==> config.mk <==
export PLATFORM = sky130hd
export DESIGN_NAME = operand_stack_flat
export DESIGN_NICKNAME = d
export VERILOG_FILES = /design/src/rtl/stack_pkg.sv /design/src/rtl/operand_stack_if.sv /design/src/rtl/stack_regfile.sv /design/src/rtl/operand_stack.sv /design/src/flat_wrapper.sv
export SDC_FILE = /design/constraint.sdc
export NUM_CORES = 1
export LEC_CHECK = 0
export ABC_AREA = 1
export BUFFER_PORTS_ARGS = -buffer_cell sky130_fd_sc_hd__buf_2
export CAP_MARGIN = 5
export CORE_MARGIN = 2
export CORE_UTILIZATION = 39
export CTS_BUF_LIST = sky130_fd_sc_hd__clkbuf_8
export CTS_CLUSTER_SIZE = 8
export DETAILED_ROUTE_END_ITERATION = 7
export GPL_TIMING_DRIVEN = 0
export SETUP_SLACK_MARGIN = 0.5
export SLEW_MARGIN = 5
export SYNTH_ARGS = -nofsm -noshare
export SYNTH_HDL_FRONTEND = slang
export SYNTH_HIERARCHICAL = 1
export SYNTH_SLANG_ARGS = --single-unit
==> constraint.sdc <==
create_clock -name clk -period 2.58 [get_ports clk]
set_input_delay 0.129 -clock clk [delete_from_list [all_inputs] [get_ports clk]]
set_output_delay 0.129 -clock clk [all_outputs]
set_load 0.02 [all_outputs]
==> src/rtl/stack_pkg.sv <==
// Shared definitions for the operand stack: default geometry, FSM states
// and the {push,pop} operation encodings.
package stack_pkg;

    localparam int STACK_WIDTH = 8;
    localparam int STACK_DEPTH = 16;

    typedef enum logic {
        ST_NORMAL = 1'b0,
        ST_FAULT  = 1'b1
    } stack_state_t;

    localparam logic [1:0] OP_HOLD = 2'b00;
    localparam logic [1:0] OP_PUSH = 2'b10;
    localparam logic [1:0] OP_POP  = 2'b01;
    localparam logic [1:0] OP_REPL = 2'b11;

endpackage

==> src/rtl/operand_stack_if.sv <==
// Control-unit <-> operand stack bundle: op strobes and push data in,
// top/next-on-stack words and status flags out.
interface operand_stack_if #(
    parameter int WIDTH = 8,
    parameter int DEPTH = 16,
    parameter int CW    = $clog2(DEPTH + 1)
);
    logic             push;
    logic             pop;
    logic [WIDTH-1:0] data_in;
    logic             clear_err;
    logic [WIDTH-1:0] tos;
    logic [WIDTH-1:0] nos;
    logic [CW-1:0]    count;
    logic             empty;
    logic             full;
    logic             overflow;
    logic             underflow;
    logic             fault;

    modport master (
        output push, pop, data_in, clear_err,
        input  tos, nos, count, empty, full, overflow, underflow, fault
    );

    modport slave (
        input  push, pop, data_in, clear_err,
        output tos, nos, count, empty, full, overflow, underflow, fault
    );
endinterface

==> src/rtl/stack_regfile.sv <==
// DEPTH x WIDTH storage for the operand stack: one write port and two
// combinational read ports, with the whole array cleared on reset.
module stack_regfile #(
    parameter int WIDTH = 8,
    parameter int DEPTH = 16,
    parameter int AW    = $clog2(DEPTH)
) (
    input  logic             clk,
    input  logic             reset,
    input  logic             we_i,
    input  logic [AW-1:0]    waddr_i,
    input  logic [WIDTH-1:0] wdata_i,
    input  logic [AW-1:0]    raddr_a_i,
    input  logic [AW-1:0]    raddr_b_i,
    output logic [WIDTH-1:0] rdata_a_o,
    output logic [WIDTH-1:0] rdata_b_o
);

    logic [WIDTH-1:0] mem_q [DEPTH];

    always_ff @(posedge clk or negedge reset) begin
        if (!reset) begin
            for (int i = 0; i < DEPTH; i++) begin
                mem_q[i] <= '0;
            end
        end else if (we_i) begin
            mem_q[waddr_i] <= wdata_i;
        end
    end

    assign rdata_a_o = mem_q[raddr_a_i];
    assign rdata_b_o = mem_q[raddr_b_i];

endmodule

==> src/rtl/operand_stack.sv <==
// LIFO operand stack with stack pointer, boundary checks and a fault FSM
// that freezes the stack on overflow/underflow until clear_err.
module operand_stack
    import stack_pkg::*;
#(
    parameter int WIDTH = STACK_WIDTH,
    parameter int DEPTH = STACK_DEPTH
) (
    input  logic            clk,
    input  logic            reset,
    operand_stack_if.slave  bus
);

    localparam int CW = $clog2(DEPTH + 1);
    localparam int AW = $clog2(DEPTH);

    stack_state_t     state_q, state_d;
    logic [CW-1:0]    sp_q, sp_d;
    logic             ovf_q, ovf_d;
    logic             unf_q, unf_d;

    logic             we;
    logic [AW-1:0]    waddr;
    logic [CW-1:0]    spMinus1;
    logic [CW-1:0]    spMinus2;
    logic [WIDTH-1:0] rdTos;
    logic [WIDTH-1:0] rdNos;
    logic             isEmpty;
    logic             isFull;

    assign spMinus1 = sp_q - CW'(1);
    assign spMinus2 = sp_q - CW'(2);
    assign isEmpty  = (sp_q == '0);
    assign isFull   = (sp_q == CW'(DEPTH));

    stack_regfile #(
        .WIDTH (WIDTH),
        .DEPTH (DEPTH),
        .AW    (AW)
    ) u_regfile (
        .clk       (clk),
        .reset     (reset),
        .we_i      (we),
        .waddr_i   (waddr),
        .wdata_i   (bus.data_in),
        .raddr_a_i (spMinus1[AW-1:0]),
        .raddr_b_i (spMinus2[AW-1:0]),
        .rdata_a_o (rdTos),
        .rdata_b_o (rdNos)
    );

    always_ff @(posedge clk or negedge reset) begin
        if (!reset) begin
            state_q <= ST_NORMAL;
            sp_q    <= '0;
            ovf_q   <= 1'b0;
            unf_q   <= 1'b0;
        end else begin
            state_q <= state_d;
            sp_q    <= sp_d;
            ovf_q   <= ovf_d;
            unf_q   <= unf_d;
        end
    end

    // Replace (push+pop) rewrites TOS in place, so it stays legal when full.
    always_comb begin
        state_d = state_q;
        sp_d    = sp_q;
        ovf_d   = ovf_q;
        unf_d   = unf_q;
        we      = 1'b0;
        waddr   = sp_q[AW-1:0];
        case (state_q)
            ST_NORMAL: begin
                case ({bus.push, bus.pop})
                    OP_PUSH: begin
                        if (isFull) begin
                            ovf_d   = 1'b1;
                            state_d = ST_FAULT;
                        end else begin
                            we   = 1'b1;
                            sp_d = sp_q + CW'(1);
                        end
                    end
                    OP_POP: begin
                        if (isEmpty) begin
                            unf_d   = 1'b1;
                            state_d = ST_FAULT;
                        end else begin
                            sp_d = spMinus1;
                        end
                    end
                    OP_REPL: begin
                        if (isEmpty) begin
                            unf_d   = 1'b1;
                            state_d = ST_FAULT;
                        end else begin
                            we    = 1'b1;
                            waddr = spMinus1[AW-1:0];
                        end
                    end
                    default: ;
                endcase
            end
            ST_FAULT: begin
                if (bus.clear_err) begin
                    state_d = ST_NORMAL;
                    ovf_d   = 1'b0;
                    unf_d   = 1'b0;
                end
            end
            default: state_d = ST_NORMAL;
        endcase
    end

    assign bus.tos       = isEmpty ? '0 : rdTos;
    assign bus.nos       = (sp_q < CW'(2)) ? '0 : rdNos;
    assign bus.count     = sp_q;
    assign bus.empty     = isEmpty;
    assign bus.full      = isFull;
    assign bus.overflow  = ovf_q;
    assign bus.underflow = unf_q;
    assign bus.fault     = (state_q == ST_FAULT);

endmodule

==> src/flat_wrapper.sv <==
// flat-port wrapper written by rule: the top's interface ports become plain ports
module operand_stack_flat import stack_pkg::*;
#(
    parameter int WIDTH = STACK_WIDTH,
    parameter int DEPTH = STACK_DEPTH
)
  (clk, reset, bus_push, bus_pop, bus_data_in, bus_clear_err, bus_tos, bus_nos, bus_count, bus_empty, bus_full, bus_overflow, bus_underflow, bus_fault);
  operand_stack_if #(.WIDTH(WIDTH), .DEPTH(DEPTH)) bus_i ();
  input  logic clk;
  input  logic reset;
  input wire logic [$bits(bus_i.push)-1:0] bus_push;
  input wire logic [$bits(bus_i.pop)-1:0] bus_pop;
  input wire logic [$bits(bus_i.data_in)-1:0] bus_data_in;
  input wire logic [$bits(bus_i.clear_err)-1:0] bus_clear_err;
  output wire logic [$bits(bus_i.tos)-1:0] bus_tos;
  output wire logic [$bits(bus_i.nos)-1:0] bus_nos;
  output wire logic [$bits(bus_i.count)-1:0] bus_count;
  output wire logic [$bits(bus_i.empty)-1:0] bus_empty;
  output wire logic [$bits(bus_i.full)-1:0] bus_full;
  output wire logic [$bits(bus_i.overflow)-1:0] bus_overflow;
  output wire logic [$bits(bus_i.underflow)-1:0] bus_underflow;
  output wire logic [$bits(bus_i.fault)-1:0] bus_fault;
  assign bus_i.push = bus_push;
  assign bus_i.pop = bus_pop;
  assign bus_i.data_in = bus_data_in;
  assign bus_i.clear_err = bus_clear_err;
  assign bus_tos = bus_i.tos;
  assign bus_nos = bus_i.nos;
  assign bus_count = bus_i.count;
  assign bus_empty = bus_i.empty;
  assign bus_full = bus_i.full;
  assign bus_overflow = bus_i.overflow;
  assign bus_underflow = bus_i.underflow;
  assign bus_fault = bus_i.fault;
  operand_stack #(.WIDTH(WIDTH), .DEPTH(DEPTH)) u_core (.clk(clk), .reset(reset), .bus(bus_i));
endmodule
# After elaboration in Yosys (flattened, before gate mapping)

Cells that the tools add are included.

Add/sub/neg operators: 3
Magnitude comparators: 5
Equal/unequal tests: 11
Multiplexer cells: 33
Bitwise logic cells: 4
Reduce and logical (&&, ||, !) cells: 7

Operators with widths:

| kind                  | number |
|---|---|
| $bwmux W128           | 1 |
| $bmux W8 S4           | 2 |
| $mux W8               | 7 |
| $demux W8 S4          | 1 |
| $ge A5 B5 Y1 const B  | 3 |
| $not A4 Y5            | 3 |
| $mux W4               | 3 |
| $ne A2 B2 Y1 const B  | 6 |
| $mux W1               | 11 |
| $mux W5               | 2 |
| $pmux W1 S2           | 5 |
| $pmux W5 S2           | 1 |
| $reduce_and A3 Y1     | 2 |
| $add A5 B1 Y5 const B | 1 |
| $eq A5 B5 Y1 const B  | 1 |
| $logic_not A5 Y1      | 1 |
| $lt A5 B1 Y1 const B  | 1 |
| $lt A5 B2 Y1 const B  | 1 |
| $sub A5 B1 Y5 const B | 1 |
| $eq A2 B2 Y1 const B  | 2 |
| $reduce_and A4 Y1     | 1 |
| $sub A4 B2 Y4 const B | 1 |
| $eq A2 B1 Y1 const B  | 1 |
| $ne A2 B1 Y1 const B  | 1 |
| 4 further kinds       | 4 |

Flip-flop bits (word level): 136
Bits of input ports: 13
Logic and storage cells: 83

# Logic depth before layout (Yosys ltp)

Word-level depth: 10
Mapped depth: 15
Depth with buffers taken out: 13

# Cells and area by module

The synthesis kept the hierarchy.

By module, submodules not included:

| module        | times used | cells an instance | area each (um2) |
|---|---|---|---|
| stack_regfile | 1          | 1125              | 7507.2 |
| operand_stack | 1          | 140               | 870.8 |

# Worst setup path before layout

No wires, ideal clock.

Path kind: register -> register
From: register u_core.sp_q[1], in the netlist u_core/bus.count[1]
To: register u_core/u_regfile/mem_q[101] in the netlist's numbering
Library setup time: 133 ps
Arrival time: 2521 ps
Data required time: 2447 ps
Setup slack: -74 ps
Stages on the path, launching flop included: 11
Path buffers: 1
Clock period less this slack: 2654 ps
Path through: dfrtp_1 -> inv_1 -> ha_1 -> nand3_1 -> nand2_2 -> o21ai_0 -> and3_2 -> nand2_1 -> buf_2 -> nand2_1 -> o21ai_0

Elaborated cells on any way between the ends: 17
Classes of those cells: add/sub (1); order compare (2); eq/ne (1); mux (10); bitwise (1); reduce/logical (2)

RTL lines:

| what                                             | RTL line                                 | text |
|---|---|---|
| start, declared                                  | operand_stack.sv:18                      | `logic [CW-1:0] sp_q, sp_d;` |
| start signal, assigned                           | operand_stack.sv:60                      | `sp_q <= sp_d;` |
| $eq A5 B5 Y1 or $logic_not A5 Y1 (tied branches) | operand_stack.sv:34, operand_stack.sv:33 |  |
| $mux W1, on equally long branches                | operand_stack.sv:78, operand_stack.sv:95 |  |
| $pmux W1 S2 *                                    | operand_stack.sv:76                      | `case ({bus.push, bus.pop})` |
| $mux W1 *                                        | operand_stack.sv:74                      | `case (state_q)` |
| named net u_core.we                              | operand_stack.sv:22                      | `logic we;` |
| end signal, assigned by index                    | stack_regfile.sv:27                      | `mem_q[waddr_i] <= wdata_i;` |
| end, declared                                    | stack_regfile.sv:19                      | `logic [WIDTH-1:0] mem_q [DEPTH];` |

Mark *: on every way through the listed nets, which the timed path passes. The rest lies on a longest branch.
A chain may end at the register's enable or synchronous reset.

# Worst setup path in the final report

From: register u_core.sp_q[1], in the netlist u_core/bus.count[1]
To: output bus_nos[4]

Cells in the longest elaborated chain, start to end: 6
Elaborated cells on any way between the ends: 7
Classes of those cells: add/sub (1); order compare (1); mux (4); bitwise (1)

RTL lines:

| what                                        | RTL line             | text |
|---|---|---|
| $sub A4 B2 Y4                               | operand_stack.sv:32  | `assign spMinus2 = sp_q - CW'(2);` |
| named net u_core.spMinus2[1]                | operand_stack.sv:25  | `logic [CW-1:0] spMinus2;` |
| $not A4 Y5 (implied by the code)            | stack_regfile.sv:32  | `assign rdata_b_o = mem_q[raddr_b_i];` |
| $bmux W8 S4                                 | stack_regfile.sv:32  |  |
| $mux W8 (implied by the code) (2 in series) | stack_regfile.sv:32  |  |
| named net u_core.rdNos[4]                   | operand_stack.sv:27  | `logic [WIDTH-1:0] rdNos;` |
| $mux W8                                     | operand_stack.sv:118 | `assign bus.nos = (sp_q < CW'(2)) ? '0 : rdNos;` |
| end, declared                               | flat_wrapper.sv:16   | `output wire logic [$bits(bus_i.nos)-1:0] bus_nos;` |

The timed path passes the listed nets, and every way through them passes these cells. The select of a mux whose other input is x is not followed.

==> impl_metrics.py <==
metrics = {
    "placed_design": {
        "gp_congestion": 1.02,
        "hpwl_um": 24700,
        "port_buffers": 38,
    },
    "synth": {
        "yosys_warnings": 6,
        "synthCells": 1265,
        "ys_seq_area_frac": 0.406,
        "syn_area_um2": 8380,
        "yosysTopAreaCell": "dfrtp_1",
        "yosysMostFrequentCell": "nand2_1",
        "synth_edf_count": 0,
        "synth_ff_type": "dfrtp_1",
        "syn_nets": 1283,
        "yosys_register_bits": 136,
        "ys_async_sr_fraction": 1.00,
        "synth_top_cell_area_share": 0.406,
        "syn_area_per_cell_um2": 6.62,
        "yosys-top-cells-area": "dfrtp_1, nand2_1, nand3_1",
        "synth_common_cells": "nand2_1, nand3_1, inv_1",
        "ys_types": 28,
    },
    "finish": {
        "fillers": 1923,
        "seqCellArea_um2": 3410,
        "antenna_cells": 0,
        "multi_input_area_um2": 5090,
        "syn2layout_area_growth_pct": 46.5,
        "drive_above_1_share": 0.312,
        "fin_nets": 1448,
    },
    "sta": {
        "maxSlewViolCount": 0,
        "period_share": 0.970,
        "rsz0062_at_grt": "true",
        "final-setup-viol-count": 0,
        "max_freq_ghz": 0.400,
        "worst_pin_slew_ns": 1.13,
        "period_needed_ns": 2.50,
        "final-hold-violation-count": 0,
        "hold_ws_ns": 0.0595,
        "clock_skew_ns": 0.00835,
        "slew_headroom": 0.245,
    },
    "hold_path": {
        "min_path_cells": 6,
        "hp-start": "bus_push",
        "hold_path.class": "in2reg",
        "min_to": "u_core/bus.count[4]$_DFFE_PN0P_",
    },
    "critical_path": {
        "r2r_cells": 13,
        "arrival_ns": 2.37,
        "startpoint_type": "flip-flop",
        "crit_fanout": 10,
        "ff2ff_setup_slack_ns": 0.22,
        "critPathCaptureType": "primary output",
        "cp_data_required_time_ns": 2.45,
        "worst-setup-path-type": "reg2out",
        "reg2reg_from": "u_core/bus.count[1]$_DFFE_PN0P_",
        "worstReg2RegEnd": "u_core/u_regfile/mem_q[101]$_DFFE_PN0P_",
    },
    "detailed_routing": {
        "wire_per_inst_um": 21.6,
        "vias_per_cell": 5.45,
        "firstDrtPassIters": 7,
        "drc": 0,
        "ant_nets": 0,
        "dr_total_vias": 9363,
        "drt_iter0_markers": 1024,
        "wl_um": 37100,
    },
    "global_routing": {
        "grtUsageTotal": 0.332,
        "grt_pass1_vias": 8853,
        "grt_max_degree": 72,
        "grt-ovfl-total": 0,
        "antenna_found_initial": 0,
        "grt_pass1_wl_um": 54600,
    },
    "cts": {
        "cts_tree": "done",
        "cts_buffer_depth": 2,
        "clk_latency_ns": 0.47,
        "cts_sinks": 136,
        "path_clk_slew_ns": 0.08,
        "htreeDepth": 4,
        "cts_buffers": 17,
        "cts-root-buf": "clkbuf_8",
    },
    "floorplanning": {
        "rows": 53,
        "die_area_um2": 22700,
        "die_h_um": 151,
        "ios": 39,
        "start_util": 0.399,
        "coreArea_um2": 21000,
        "fp.dieW_um": 151,
    },
    "status": {
        "outcome": "complete, no violations",
    },
    "job": {
        "drv_cap": 0,
    },
}
==> stage by stage <==
step | TNS, ns | cells | instance area, um2 | utilization | setup WS, ns
after detailed placement | -33.49 | 1579 | 9070 | 0.432 | -0.513
after global placement | -110.76 | 1578 | 9040 | 0.430 | -0.838
after floorplan | 0 | 1265 | 8500 | - | 0.464
final | 0 | 1718 | 12300 | 0.584 | 0.0772
after global routing | 0 | 1718 | 12300 | 0.584 | 0.0141
after CTS | 0 | 1687 | 11700 | 0.556 | 0.100
==> logic make-up after synthesis <==
logic type	count (synthesis)	share of synthesized area
flops	136	0.406
compound gates	136	0.0815
xor+xnor	6	0.00627
fa+ha+maj	5	0.00747
buf+inv	255	0.124
simple gates	727	0.375
==> flip-flops by register name (all words and copies together) (netlist names) <==
register / flops
u_core/bus.underflow: 1
u_core/bus.fault: 1
u_core/bus.count: 5
u_core/u_regfile/mem_q: 128
u_core/bus.overflow: 1
==> metal layers <==
| layer | vias to the layer above | GRT usage | part of all wire |
|---|---|---|---|
| li1 | 4307 | - | - |
| met1 | 4435 | 0.446 | 0.42 |
| met2 | 489 | 0.499 | 0.43 |
| met3 | 132 | 0.0861 | 0.10 |
| met4 | 0 | 0.158 | 0.052 |
| met5 | - | 0 | 0 |
==> final cells by class <==
class / instances / share of cell area
tap: 275 / 0.0280
clock buffer: 17 / 0.0191
multi-input combinational: 874 / 0.414
buffer: 76 / 0.0632
clock inverter: 15 / 0.0164
sequential: 136 / 0.278
timing repair buffer: 146 / 0.121
inverter: 179 / 0.0599
==> layout by cell type (no fill, tap or decap), types with 10 or more instances in the layout <==
master	synthesis	routed
clkbuf_8	0	22
nand3_2	3	60
buf_4	2	58
nor2_4	2	10
dlygate4sd3_1	0	12
nand3_4	1	31
buf_8	0	10
o21ai_2	0	15
o21ai_1	0	44
inv_2	5	21
buf_6	7	62
inv_1	174	146
buf_2	17	25
nand2_2	2	24
buf_12	0	13
o21ai_0	133	71
nand3_1	233	146
nand2_1	456	419
dfrtp_1	136	132
clkbuf_4	0	12
==> worst max-delay path by stage <==
stage | cells after the start | slack, ns | end | from
6_report | 11 | 0.08 | bus_nos[4] | u_core/bus.count[1]$_DFFE_PN0P_
3_3_place_gp | 1 | -0.84 | u_core/bus.count[2]$_DFFE_PN0P_ | reset
2_1_floorplan | 9 | 0.46 | u_core/u_regfile/mem_q[93]$_DFFE_PN0P_ | u_core/bus.fault$_DFF_PN0_
4_1_cts | 13 | 0.10 | bus_nos[4] | u_core/bus.count[2]$_DFFE_PN0P_
5_1_grt | 13 | 0.01 | bus_tos[1] | u_core/bus.count[1]$_DFFE_PN0P_
3_5_place_dp | 11 | -0.51 | u_core/u_regfile/mem_q[86]$_DFFE_PN0P_ | u_core/bus.count[0]$_DFFE_PN0P_
==> worst max-delay path, cell delays in order, from the launching register on <==
cell	delay, ns
dfrtp_2	0.40
inv_4	0.07
clkbuf_4	0.19
inv_2	0.18
buf_4	0.25
nand3_1	0.16
nand3_1	0.19
nand3_4	0.09
nand2_2	0.07
inv_2	0.04
nor2_4	0.12
buf_6	0.13
==> repair_timing <==
action | 4_1_cts | 5_1_grt
hold buffers | 12 | 0
cloned | 12 | 2
endpoints found under the hold margin | 101 | 0
pin swaps | 56 | 26
endpoints found under the setup margin | 145 | 145
gates resized for setup | 413 | 109
setup buffers | 52 | 29
Power is not shown: default switching activity piles up to over one toggle a cycle in this logic, so the estimate is an artifact.
